$ cat config.mk
export PLATFORM = sky130hd
export DESIGN_NAME = ltl_monitor_sequencer_flat
export DESIGN_NICKNAME = d
export VERILOG_FILES = /design/src/rtl/ltl_monitor_sequencer_if.sv /design/src/rtl/ltl_monitor_sequencer.sv /design/src/flat_wrapper.sv
export SDC_FILE = /design/constraint.sdc
export NUM_CORES = 1
export LEC_CHECK = 0
export ABC_AREA = 1
export BUFFER_PORTS_ARGS = -buffer_cell sky130_fd_sc_hd__buf_2
export CAP_MARGIN = 20
export CORE_ASPECT_RATIO = 1.5
export CORE_UTILIZATION = 40
export CTS_CLUSTER_SIZE = 20
export DETAILED_ROUTE_END_ITERATION = 6
export GPL_ROUTABILITY_DRIVEN = 0
export PLACE_DENSITY = 0.55
export SKIP_CTS_REPAIR_TIMING = 1
export SYNTH_ARGS = -nofsm -noshare
export SYNTH_HDL_FRONTEND = slang
export SYNTH_SLANG_ARGS = --single-unit
$ cat constraint.sdc
create_clock -name clk -period 5.12 [get_ports clk]
set_input_delay 1.536 -clock clk [delete_from_list [all_inputs] [get_ports clk]]
set_output_delay 1.536 -clock clk [all_outputs]
set_load 0.02 [all_outputs]
$ cat src/rtl/ltl_monitor_sequencer_if.sv
// Trace-symbol, automaton-control and report-record signals of ltl_monitor_sequencer.
// slave = sequencer side, master = environment side.
interface ltl_monitor_sequencer_if #(
   parameter int unsigned NUM_REPORTS = 4,
   parameter int unsigned IDX_W       = 16
);
   logic                   sym_valid;
   logic [7:0]             sym_data;
   logic                   sym_ready;
   logic                   trace_start;
   logic                   trace_end;
   logic                   aut_reset;
   logic                   aut_run;
   logic [7:0]             aut_symbols;
   logic [NUM_REPORTS-1:0] aut_report;
   logic                   rpt_valid;
   logic                   rpt_ready;
   logic [IDX_W-1:0]       rpt_index;
   logic [NUM_REPORTS-1:0] rpt_bits;
   logic                   busy;
   logic                   violation;

   modport slave (
      input  sym_valid, sym_data, trace_start, trace_end, aut_report, rpt_ready,
      output sym_ready, aut_reset, aut_run, aut_symbols, rpt_valid, rpt_index, rpt_bits,
             busy, violation
   );

   modport master (
      output sym_valid, sym_data, trace_start, trace_end, aut_report, rpt_ready,
      input  sym_ready, aut_reset, aut_run, aut_symbols, rpt_valid, rpt_index, rpt_bits,
             busy, violation
   );
endinterface

$ cat src/rtl/ltl_monitor_sequencer.sv
// Sequences a symbol trace into an LTL monitor automaton and collects its nonzero reports.
// Optional macro LTL_SEQ_RPT_FIFO_EN: 4-entry report FIFO instead of a single report register.
module ltl_monitor_sequencer #(
   parameter int unsigned FIFO_DEPTH  = 8,
   parameter int unsigned NUM_REPORTS = 4,
   parameter int unsigned IDX_W       = 16
) (
   input  logic                   clk,
   input  logic                   reset,
   ltl_monitor_sequencer_if.slave bus
);
   localparam int unsigned PTR_W  = $clog2(FIFO_DEPTH);
   localparam int unsigned CNT_W  = PTR_W + 1;
   localparam int unsigned RCNT_W = 3;
`ifdef LTL_SEQ_RPT_FIFO_EN
   localparam int unsigned RPT_DEPTH = 4;
`else
   localparam int unsigned RPT_DEPTH = 1;
`endif

   typedef enum logic [1:0] {IDLE, RST, RUN, DRAIN} state_t;

   state_t state, state_nxt;
   logic   rst_cnt;

   logic [7:0]        sym_mem [FIFO_DEPTH];
   logic [PTR_W-1:0]  wr_ptr, rd_ptr;
   logic [CNT_W-1:0]  sym_cnt;
   logic [IDX_W-1:0]  idx, run_idx, samp_idx;
   logic              aut_run_q, samp_q, violation_q;
   logic [7:0]        aut_symbols_q;
   logic [RCNT_W-1:0] rpt_cnt;

   logic              fifo_full_c, fifo_empty_c, accepting_c, stepping_c;
   logic              sym_push_c, step_c, rpt_push_c, rpt_pop_c;
   logic [RCNT_W-1:0] committed_c;

   assign fifo_full_c  = (sym_cnt == CNT_W'(FIFO_DEPTH));
   assign fifo_empty_c = (sym_cnt == '0);
   assign accepting_c  = (state == RST) || (state == RUN);
   assign stepping_c   = (state == RUN) || (state == DRAIN);
   assign sym_push_c   = bus.sym_valid && accepting_c && !fifo_full_c;
   // Every step still in flight may yield a record, so its slot space is reserved up front.
   assign committed_c  = rpt_cnt + RCNT_W'(aut_run_q) + RCNT_W'(samp_q);
   assign step_c       = stepping_c && !fifo_empty_c && (committed_c < RCNT_W'(RPT_DEPTH));
   assign rpt_push_c   = samp_q && (bus.aut_report != '0);
   assign rpt_pop_c    = bus.rpt_valid && bus.rpt_ready;

   assign bus.sym_ready   = accepting_c && !fifo_full_c;
   assign bus.aut_reset   = (state == IDLE) || (state == RST);
   assign bus.busy        = (state != IDLE);
   assign bus.aut_run     = aut_run_q;
   assign bus.aut_symbols = aut_symbols_q;
   assign bus.violation   = violation_q;

   // State register; rst_cnt counts the two automaton-reset cycles.
   always_ff @(posedge clk) begin
      if (reset) begin
         state   <= IDLE;
         rst_cnt <= 1'b0;
      end else begin
         state   <= state_nxt;
         rst_cnt <= (state == RST) && !bus.trace_start && !rst_cnt;
      end
   end

   // Next-state logic; trace_start overrides everything, including trace_end.
   always_comb begin
      state_nxt = state;
      case (state)
         IDLE:    state_nxt = IDLE;
         RST:     if (rst_cnt) state_nxt = RUN;
         RUN:     if (bus.trace_end) state_nxt = DRAIN;
         DRAIN:   if (fifo_empty_c && !aut_run_q && !samp_q) state_nxt = IDLE;
         default: state_nxt = IDLE;
      endcase
      if (bus.trace_start) state_nxt = RST;
   end

   always_ff @(posedge clk) begin
      if (sym_push_c) sym_mem[wr_ptr] <= bus.sym_data;
   end

   // Symbol FIFO pointers, step pipeline and index; trace_start flushes like reset.
   always_ff @(posedge clk) begin
      if (reset || bus.trace_start) begin
         wr_ptr      <= '0;
         rd_ptr      <= '0;
         sym_cnt     <= '0;
         idx         <= '0;
         run_idx     <= '0;
         samp_idx    <= '0;
         aut_run_q   <= 1'b0;
         samp_q      <= 1'b0;
         violation_q <= 1'b0;
      end else begin
         if (sym_push_c) wr_ptr <= wr_ptr + PTR_W'(1);
         if (step_c) begin
            rd_ptr  <= rd_ptr + PTR_W'(1);
            run_idx <= idx;
            if (idx != '1) idx <= idx + IDX_W'(1);
         end
         sym_cnt   <= sym_cnt + CNT_W'(sym_push_c) - CNT_W'(step_c);
         aut_run_q <= step_c;
         samp_q    <= aut_run_q;
         samp_idx  <= run_idx;
         if (rpt_push_c) violation_q <= 1'b1;
      end
   end

   always_ff @(posedge clk) begin
      if (reset)       aut_symbols_q <= '0;
      else if (step_c && !bus.trace_start) aut_symbols_q <= sym_mem[rd_ptr];
   end

`ifdef LTL_SEQ_RPT_FIFO_EN
   logic [IDX_W-1:0]       rq_idx  [RPT_DEPTH];
   logic [NUM_REPORTS-1:0] rq_bits [RPT_DEPTH];
   logic [1:0]             rq_wr, rq_rd;

   // Report FIFO; storage cleared so rpt_index/rpt_bits read zero when empty after reset.
   always_ff @(posedge clk) begin
      if (reset || bus.trace_start) begin
         rq_wr   <= '0;
         rq_rd   <= '0;
         rpt_cnt <= '0;
         for (int i = 0; i < int'(RPT_DEPTH); i++) begin
            rq_idx[i]  <= '0;
            rq_bits[i] <= '0;
         end
      end else begin
         if (rpt_push_c) begin
            rq_idx[rq_wr]  <= samp_idx;
            rq_bits[rq_wr] <= bus.aut_report;
            rq_wr          <= rq_wr + 2'd1;
         end
         if (rpt_pop_c) rq_rd <= rq_rd + 2'd1;
         rpt_cnt <= rpt_cnt + RCNT_W'(rpt_push_c) - RCNT_W'(rpt_pop_c);
      end
   end

   assign bus.rpt_valid = (rpt_cnt != '0);
   assign bus.rpt_index = rq_idx[rq_rd];
   assign bus.rpt_bits  = rq_bits[rq_rd];
`else
   logic                   rpt_valid_q;
   logic [IDX_W-1:0]       rpt_index_q;
   logic [NUM_REPORTS-1:0] rpt_bits_q;

   // Single report register; held unchanged while waiting for rpt_ready.
   always_ff @(posedge clk) begin
      if (reset || bus.trace_start) begin
         rpt_valid_q <= 1'b0;
         rpt_index_q <= '0;
         rpt_bits_q  <= '0;
      end else if (rpt_push_c) begin
         rpt_valid_q <= 1'b1;
         rpt_index_q <= samp_idx;
         rpt_bits_q  <= bus.aut_report;
      end else if (rpt_pop_c) begin
         rpt_valid_q <= 1'b0;
      end
   end

   assign rpt_cnt       = RCNT_W'(rpt_valid_q);
   assign bus.rpt_valid = rpt_valid_q;
   assign bus.rpt_index = rpt_index_q;
   assign bus.rpt_bits  = rpt_bits_q;
`endif

endmodule

$ cat src/flat_wrapper.sv
// flat-port wrapper written by rule: the top's interface ports become plain ports
module ltl_monitor_sequencer_flat 
#(
   parameter int unsigned FIFO_DEPTH  = 8,
   parameter int unsigned NUM_REPORTS = 4,
   parameter int unsigned IDX_W       = 16
)
  (clk, reset, bus_sym_valid, bus_sym_data, bus_trace_start, bus_trace_end, bus_aut_report, bus_rpt_ready, bus_sym_ready, bus_aut_reset, bus_aut_run, bus_aut_symbols, bus_rpt_valid, bus_rpt_index, bus_rpt_bits, bus_busy, bus_violation);
  ltl_monitor_sequencer_if #(.NUM_REPORTS(NUM_REPORTS), .IDX_W(IDX_W)) bus_i ();
  input  logic clk;
  input  logic reset;
  input wire logic [$bits(bus_i.sym_valid)-1:0] bus_sym_valid;
  input wire logic [$bits(bus_i.sym_data)-1:0] bus_sym_data;
  input wire logic [$bits(bus_i.trace_start)-1:0] bus_trace_start;
  input wire logic [$bits(bus_i.trace_end)-1:0] bus_trace_end;
  input wire logic [$bits(bus_i.aut_report)-1:0] bus_aut_report;
  input wire logic [$bits(bus_i.rpt_ready)-1:0] bus_rpt_ready;
  output wire logic [$bits(bus_i.sym_ready)-1:0] bus_sym_ready;
  output wire logic [$bits(bus_i.aut_reset)-1:0] bus_aut_reset;
  output wire logic [$bits(bus_i.aut_run)-1:0] bus_aut_run;
  output wire logic [$bits(bus_i.aut_symbols)-1:0] bus_aut_symbols;
  output wire logic [$bits(bus_i.rpt_valid)-1:0] bus_rpt_valid;
  output wire logic [$bits(bus_i.rpt_index)-1:0] bus_rpt_index;
  output wire logic [$bits(bus_i.rpt_bits)-1:0] bus_rpt_bits;
  output wire logic [$bits(bus_i.busy)-1:0] bus_busy;
  output wire logic [$bits(bus_i.violation)-1:0] bus_violation;
  assign bus_i.sym_valid = bus_sym_valid;
  assign bus_i.sym_data = bus_sym_data;
  assign bus_i.trace_start = bus_trace_start;
  assign bus_i.trace_end = bus_trace_end;
  assign bus_i.aut_report = bus_aut_report;
  assign bus_i.rpt_ready = bus_rpt_ready;
  assign bus_sym_ready = bus_i.sym_ready;
  assign bus_aut_reset = bus_i.aut_reset;
  assign bus_aut_run = bus_i.aut_run;
  assign bus_aut_symbols = bus_i.aut_symbols;
  assign bus_rpt_valid = bus_i.rpt_valid;
  assign bus_rpt_index = bus_i.rpt_index;
  assign bus_rpt_bits = bus_i.rpt_bits;
  assign bus_busy = bus_i.busy;
  assign bus_violation = bus_i.violation;
  ltl_monitor_sequencer #(.FIFO_DEPTH(FIFO_DEPTH), .NUM_REPORTS(NUM_REPORTS), .IDX_W(IDX_W)) u_core (.clk(clk), .reset(reset), .bus(bus_i));
endmodule
==> impl_metrics.py, run 1 <==
metrics = {
    "power": {
        "irDropWorstVdd_mv": 0.254,
        "power.leakage_uw": 0.00268,
        "power.density_mw_per_mm2": 357,
    },
    "grt": {
        "grt_util_all_layers_pct": 18.6,
        "grt_antenna_before_repair": 0,
        "grt_util_met3_pct": 3.88,
        "first_global_vias": 4519,
        "global_route.usage.met2_pct": 35.5,
        "globalRouteMet1Util_pct": 19.6,
        "grt.busiest_layer": "met2",
        "grt_pass1_wl_mm": 23.0,
        "grt-ovfl-total": 0,
        "pin_count_of_the_biggest_net_entering_global_routing": 37,
    },
    "sta": {
        "maxSlewHeadroom_pct": 35.6,
        "final_min_period_over_clock_period_pct": 63.1,
        "achievable-frequency_ghz": 0.309,
        "hold_slack_ps": 422,
        "timing.final.hold_violations": 0,
        "worst_slew_pin_slew_ps": 963,
        "tns_ps": 0,
        "setup_viol_count_final": 0,
        "period_minus_slack_ps": 3230,
        "clock-skew-final_ps": 9.88,
        "setup_repair_after_global_routing_missed_its_margin": "no",
        "number_of_max_slew_violations_in_the_final_report": 0,
    },
    "detailed_routing": {
        "firstDrtPassIters": 4,
        "post_drt_wl_per_cell_um": 15.1,
        "routed_via_density": 4.90,
        "drt_drc_violations_left": 0,
        "drt-initial-drc-count": 263,
        "detail-route-antenna-nets": 0,
        "routed_vias": 4641,
        "wl_mm": 14.4,
    },
    "setup_path": {
        "worst-path-max-fanout": 36,
        "worst_ep_required_time_ps": 5460,
        "end_kind": "flip-flop",
        "setup.worst_path.class": "in -> reg",
        "cp-start-kind": "input port",
        "critPathArrivalTime_ps": 3570,
    },
    "placement": {
        "place.port_buffers": 51,
        "place_hpwl_mm": 9.93,
    },
    "clock_tree": {
        "cts.sinks": 157,
        "number_of_buffers_created_by_cts": 17,
        "worst_setup_hold_path_clk_slew_ps": 70,
        "ctsRootBufferMaster": "sky130_fd_sc_hd__clkbuf_16",
        "tritoncts": "built",
        "clockBufferDepth": 2,
        "clk-insertion-delay-late_ps": 410,
        "cts_max_level": 4,
    },
    "finish": {
        "area_delta_synth_final_pct": 15.1,
        "drive_gt1_share_pct": 12.7,
        "num_antenna_cells": 0,
        "design.final.nets": 769,
    },
    "min_path": {
        "class_of_the_tightest_hold_or_removal_check": "reg -> reg",
    },
    "synthesis": {
        "synth-seq-cells": 157,
        "synthesized_netlist_net_count": 725,
        "syn-cell-area_mm2": 0.00630,
        "post_synth.cell_area_avg_um2": 9.10,
        "register_area_share_after_synthesis_pct": 60.1,
        "netlist-cell-type-count": 30,
        "synthArstFlopShare_pct": 0,
        "syn_inst": 692,
        "synth_enable_flop_cells": 64,
        "synth_ff_type": "sky130_fd_sc_hd__dfxtp_1",
        "synthesis.yosys.warnings": 0,
    },
    "status": {
        "result_of_the_run": "completed",
    },
    "floorplanning": {
        "die_area_mm2": 0.0163,
        "chipWidth_um": 104,
        "placeableCoreArea_mm2": 0.0152,
        "fp-row-count": 55,
        "io_pins": 52,
        "dieHeight_um": 156,
        "initial_utilization_pct": 41.4,
    },
    "run": {
        "max_cap_viol_count": 0,
    },
}
==> final timing paths <==
kind / from / slack [ps] / cells after the start / to
max: reset / 1890 / 5 / u_core.run_idx[14]$_SDFFE_PP0P_
min: u_core.run_idx[8]$_SDFFE_PP0P_ / 420 / 2 / u_core.samp_idx[8]$_SDFF_PP0_
max reg2reg: u_core.bus.aut_run$_SDFF_PP0_ / 2080 / 11 / u_core.sym_cnt[2]$_SDFF_PP0_
min reg2reg: u_core.run_idx[8]$_SDFFE_PP0P_ / 420 / 2 / u_core.samp_idx[8]$_SDFF_PP0_
==> critical path, cell delays in order <==
cell	delay, ps
sky130_fd_sc_hd__buf_2	170
sky130_fd_sc_hd__nor2_4	530
sky130_fd_sc_hd__inv_1	570
sky130_fd_sc_hd__nor2_2	530
sky130_fd_sc_hd__a2bb2oi_1	210
==> cells in the mapped netlist (all sizes together), types with 2 or more instances <==
master	number	area [um^2]
nor2	168	661
a21oi	37	185
fa	2	40.0
nor3	3	15.0
buf	13	70.1
ha	13	163
a2bb2oi	9	78.8
nand3	37	185
nand2	93	352
xor2	5	43.8
clkbuf	15	57.6
xnor2	2	17.5
edfxtp	64	1920
clkinv	3	12.5
inv	57	214
dfxtp	93	1860
nand4	5	31.3
o21ai	68	340
==> registers in the layout (all words and copies together), names as in the netlist, 4 cells and up <==
register / count
u_core.bus.rpt_index: 16
u_core.samp_idx: 16
u_core.sym_mem: 64
u_core.bus.rpt_bits: 4
u_core.bus.aut_symbols: 8
u_core.run_idx: 16
u_core.sym_cnt: 4
u_core.idx: 16
==> cells in the final DEF (no fill, tap or decap), types with 5 or more instances in the layout <==
master | netlist | final
sky130_fd_sc_hd__nand4_1 | 5 | 5
sky130_fd_sc_hd__inv_6 | 0 | 7
sky130_fd_sc_hd__dfxtp_1 | 93 | 93
sky130_fd_sc_hd__clkbuf_16 | 0 | 17
sky130_fd_sc_hd__xor2_1 | 5 | 5
sky130_fd_sc_hd__a21oi_1 | 37 | 37
sky130_fd_sc_hd__edfxtp_1 | 64 | 64
sky130_fd_sc_hd__a2bb2oi_1 | 9 | 9
sky130_fd_sc_hd__nor2_1 | 162 | 162
sky130_fd_sc_hd__ha_1 | 13 | 13
sky130_fd_sc_hd__nand3_1 | 37 | 37
sky130_fd_sc_hd__buf_2 | 11 | 51
sky130_fd_sc_hd__inv_1 | 57 | 57
sky130_fd_sc_hd__o21ai_0 | 68 | 68
sky130_fd_sc_hd__nand2_1 | 92 | 92
==> report_power, final <==
group          internal, uW  total (uW)  switching (uW)
clock                   652        1180             532
sequential             1310        1310            4.52
combinational          26.6        88.1            61.5
==> final cells by class <==
type                            instances  area (um^2)
Fill cell                            1485         7960
Sequential cell                       157         3780
Multi-Input combinational cell        447         2160
Clock buffer                           18          439
Timing Repair Buffer                   53          270
Tap cell                              199          249
Inverter                               60          226
Clock inverter                         14          120
==> stage by stage <==
step / total power, uW / utilization, % / setup slack, ps / cells / cell area (um^2)
after CTS: 2610 / 47.7 / 1880 / 948 / 7250
final: 2590 / 47.7 / 1890 / 948 / 7250
after global routing: 2680 / 47.7 / 1650 / 948 / 7250
after detailed placement: 1430 / 44.0 / 1450 / 916 / 6690
after floorplan: 1400 / - / 2320 / 692 / 6300
after global placement: 1430 / 44.0 / 1580 / 916 / 6690
==> kinds of logic after synthesis <==
group           synth area share, %
simple gates                   20.3
flops                          60.1
compound gates                 9.84
buf+inv                        5.62
fa+ha+maj                      3.22
xor+xnor                      0.974
==> metal layers <==
layer	up-vias	share of wire, %
met5	-	0
met4	0	2.4
met2	64	56
li1	2359	-
met1	2197	39
met3	21	2.6
Power figures use the tool's default switching activity.
==> run 2, diff against run 1 <==
--- a/config.mk
+++ b/config.mk
@@ -5,7 +5,7 @@
 export SDC_FILE = /design/constraint.sdc
 export NUM_CORES = 1
 export LEC_CHECK = 0
-export ABC_AREA = 1
+export ABC_AREA = 0
 export BUFFER_PORTS_ARGS = -buffer_cell sky130_fd_sc_hd__buf_2
 export CAP_MARGIN = 20
 export CORE_ASPECT_RATIO = 1.5
==> constraint.sdc (replaced) <==
create_clock -name clk -period 3.25 [get_ports clk]
set_input_delay 0.975 -clock clk [delete_from_list [all_inputs] [get_ports clk]]
set_output_delay 0.975 -clock clk [all_outputs]
set_load 0.02 [all_outputs]
==> run 2 against run 1 <==
Compared with the run above: design area is 0.85% lower; die area is 2.2% lower; register-to-register slack worse by 1400 ps; flip-flop and latch count stayed put; count of clock-buffer cells in the layout is 6 higher; critical endpoint is now bus_sym_ready; largest power group unchanged; highest routed layer unchanged.
==> impl_metrics.py, run 2 <==
metrics = {
    "status": {
        "result_of_the_run": "completed",
    },
    "sta": {
        "timing.final.hold_violations": 0,
        "period_minus_slack_ps": 2730,
        "clock-skew-final_ps": 9.25,
        "setup_viol_count_final": 0,
        "achievable-frequency_ghz": 0.366,
        "number_of_max_slew_violations_in_the_final_report": 0,
        "tns_ps": 0,
        "worst_slew_pin_slew_ps": 893,
        "maxSlewHeadroom_pct": 40.4,
        "worst_slack_ps": 521,
        "final_min_period_over_clock_period_pct": 84.0,
        "setup_repair_after_global_routing_missed_its_margin": "no",
    },
    "setup_path": {
        "cp_delay_by_family_top": "simple AND/OR/NAND/NOR gates",
        "worst_ep_required_time_ps": 2270,
        "timing.rr.start": "u_core.samp_q$_SDFF_PP0_",
        "cp.buffers_inverters": 2,
        "timing.critical_path.slowest_stage_cell": "sky130_fd_sc_hd__or3b_2",
        "r2r_setup_slack_ps": 710,
        "cp_cell_sequence": "inv_1, ha_1, or3b_2, and2_1, buf_2",
        "rr_endpoint": "u_core.sym_cnt[2]$_SDFF_PP0_",
        "critPathArrivalTime_ps": 1750,
        "setup.worst_path.class": "reg -> out",
        "cp-start-kind": "flip-flop",
        "end_kind": "primary output",
        "crit_path_max_incr_delay_ps": 470,
        "worst-path-max-fanout": 3,
        "ff2ff_path_depth": 11,
    },
    "synthesis": {
        "post_synth.cell_area_avg_um2": 11.8,
        "synth-compound-area-share_pct": 7.56,
        "synthesis.yosys.warnings": 0,
        "xor_xnor_share_of_the_synthesized_area_pct": 0.711,
        "synth_top_family_by_area": "simple AND/OR/NAND/NOR gates",
        "synth.area.top_cells": "sky130_fd_sc_hd__edfxtp_1, sky130_fd_sc_hd__dfxtp_1, sky130_fd_sc_hd__mux4_2, sky130_fd_sc_hd__nand2_1, sky130_fd_sc_hd__a21oi_1",
        "post_synth_and_or_nand_nor_area_fraction_pct": 15.2,
        "synth_mux_area_share_pct": 8.13,
        "post-synth-top-count-cell": "sky130_fd_sc_hd__nand2_1",
        "netlist-cell-type-count": 45,
        "synth-seq-cells": 157,
        "synthesized_netlist_net_count": 554,
        "synthAdderAreaFrac_pct": 3.29,
        "syn_inst": 521,
        "netlist.top_cell.by_area": "sky130_fd_sc_hd__edfxtp_1",
        "synthArstFlopShare_pct": 0,
        "syn-cell-area_mm2": 0.00616,
        "register_area_share_after_synthesis_pct": 61.5,
        "synth_commonest_cells": "sky130_fd_sc_hd__nand2_1, sky130_fd_sc_hd__dfxtp_1, sky130_fd_sc_hd__edfxtp_1",
        "synth_ff_type": "sky130_fd_sc_hd__dfxtp_1",
        "yosys.area.top_type_share_pct": 31.2,
        "synth_enable_flop_cells": 64,
    },
    "grt": {
        "grt_util_all_layers_pct": 15.8,
        "grt_antenna_before_repair": 0,
        "pin_count_of_the_biggest_net_entering_global_routing": 45,
        "first_global_vias": 3821,
        "grt-ovfl-total": 0,
        "grt_pass1_wl_mm": 18.7,
    },
    "detailed_routing": {
        "drt_drc_violations_left": 0,
        "route.met2.wl_mm": 5.99,
        "post_drt_wl_per_cell_um": 14.2,
        "wl_mm": 11.2,
        "routed_vias": 3912,
        "drt-initial-drc-count": 104,
        "detail-route-antenna-nets": 0,
        "routed_via_density": 4.97,
        "met1Wirelength_mm": 4.65,
        "firstDrtPassIters": 4,
        "highest_layer": "met4",
        "detailroute.wirelength.met3_um": 350,
    },
    "power": {
        "p_total_uw": 4090,
        "power.density_mw_per_mm2": 569,
        "irDropWorstVdd_mv": 0.317,
        "power.leakage_uw": 0.00250,
    },
    "finish": {
        "drive_gt1_share_pct": 20.7,
        "layout_commonest_cell": "sky130_fd_sc_hd__nand2_1",
        "top_register": "u_core.sym_mem",
        "area_delta_synth_final_pct": 16.7,
        "num_antenna_cells": 0,
        "layout_fillers": 1403,
        "max_reg_flops": 64,
        "most-common-layout-cells": "sky130_fd_sc_hd__nand2_1, sky130_fd_sc_hd__dfxtp_1, sky130_fd_sc_hd__edfxtp_1",
        "design.final.nets": 609,
        "multiInputGateArea_mm2": 0.00216,
        "seq_area_mm2": 0.00378,
    },
    "placement": {
        "place.port_buffers": 51,
        "preCtsSetupSlack_ps": 676,
        "place_hpwl_mm": 7.71,
    },
    "min_path": {
        "class_of_the_tightest_hold_or_removal_check": "reg -> reg",
        "whs_endpoint": "u_core.bus.rpt_index[9]$_SDFFE_PP0P_",
        "holdCritStartpoint": "u_core.samp_idx[9]$_SDFF_PP0_",
        "min_delay_path_depth": 2,
    },
    "clock_tree": {
        "worst_setup_hold_path_clk_slew_ps": 60,
        "cts.sinks": 157,
        "tritoncts": "built",
        "ctsRootBufferMaster": "sky130_fd_sc_hd__clkbuf_16",
        "clk-insertion-delay-late_ps": 430,
        "clockBufferDepth": 2,
        "number_of_buffers_created_by_cts": 17,
        "cts_max_level": 4,
    },
    "floorplanning": {
        "initial_utilization_pct": 40.8,
        "chipWidth_um": 103,
        "fp-row-count": 55,
        "placeableCoreArea_mm2": 0.0151,
        "die_area_mm2": 0.0159,
        "dieHeight_um": 154,
        "io_pins": 52,
    },
    "run": {
        "max_cap_viol_count": 0,
    },
}
[run 2: cell count changes after synthesis, moves of 9 or more]
cell and delta:
sky130_fd_sc_hd__nor2_1 -146, sky130_fd_sc_hd__o21ai_0 -57, sky130_fd_sc_hd__inv_1 -41, sky130_fd_sc_hd__nand3_1 -31
sky130_fd_sc_hd__and2_1 +20, sky130_fd_sc_hd__mux4_2 +16, sky130_fd_sc_hd__mux2i_1 +14, sky130_fd_sc_hd__a21oi_1 +13
sky130_fd_sc_hd__a2bb2oi_1 -9, sky130_fd_sc_hd__or3_1 +9
[run 2: logic make-up (layout without fill, tap and decap cells)]
kind of cell	after synthesis	count (layout)
multiplexers	30	30
XOR/XNOR	5	5
AO/OA/AOI/OAI	79	79
buffers and inverters	45	112
adder cells (fa/ha/maj)	15	15
flip-flops	157	157
AND/OR/NAND/NOR	190	190
[run 2: stage by stage]
stage	utilization, %	cell area [um^2]	instances	hold WS [ps]
after floorplan	-	6160	521	417
after CTS	47.7	7190	787	435
final	47.7	7190	787	433
after detailed placement	43.9	6610	756	426
after global placement	43.9	6610	756	423
after global routing	47.7	7190	787	447
[run 2: power by group]
group | switching, uW | total [uW] | internal, uW
registers | 5.02 | 2060 | 2060
clock network | 778 | 1910 | 1140
logic | 72.3 | 112 | 39.9
[run 2: cell type report]
cell class | instances | share of cell area (%)
flip-flops and latches | 157 | 52.6
well taps | 199 | 3.46
clock buffers | 24 | 7.33
clock inverters | 7 | 0.679
multi-input cells | 319 | 30.0
repair buffers | 65 | 5.01
inverters | 16 | 0.836
[run 2: how the worst max path moves through the flow]
stage	startpoint	depth (start not counted)	slack (ps)	endpoint
after floorplan	u_core.bus.aut_run$_SDFF_PP0_	12	420	u_core.sym_cnt[2]$_SDFF_PP0_
after global placement	bus_sym_valid	5	750	u_core.sym_mem[6][7]$_DFFE_PP_
after detailed placement	bus_sym_valid	5	680	u_core.sym_mem[7][7]$_DFFE_PP_
after CTS	u_core.sym_cnt[2]$_SDFF_PP0_	5	500	bus_sym_ready
after global routing	u_core.sym_cnt[2]$_SDFF_PP0_	5	450	bus_sym_ready
final	u_core.sym_cnt[2]$_SDFF_PP0_	5	520	bus_sym_ready
[run 2: worst register-to-register path, delay by kind of cell (launching register included)]
family	cells	cell delay, ps
AND/OR/NAND/NOR	3	310
buffers and inverters	3	200
flip-flops	1	530
XOR/XNOR	1	140
adder cells (fa/ha/maj)	4	1230
[run 2: routing by layer]
layer  vias to the layer above  global-route usage, %
met1                      1862                   17.9
met2                        71                   27.5
met3                        13                   4.32
met5                         -                      0
met4                         0                   6.24
li1                       1966                      -
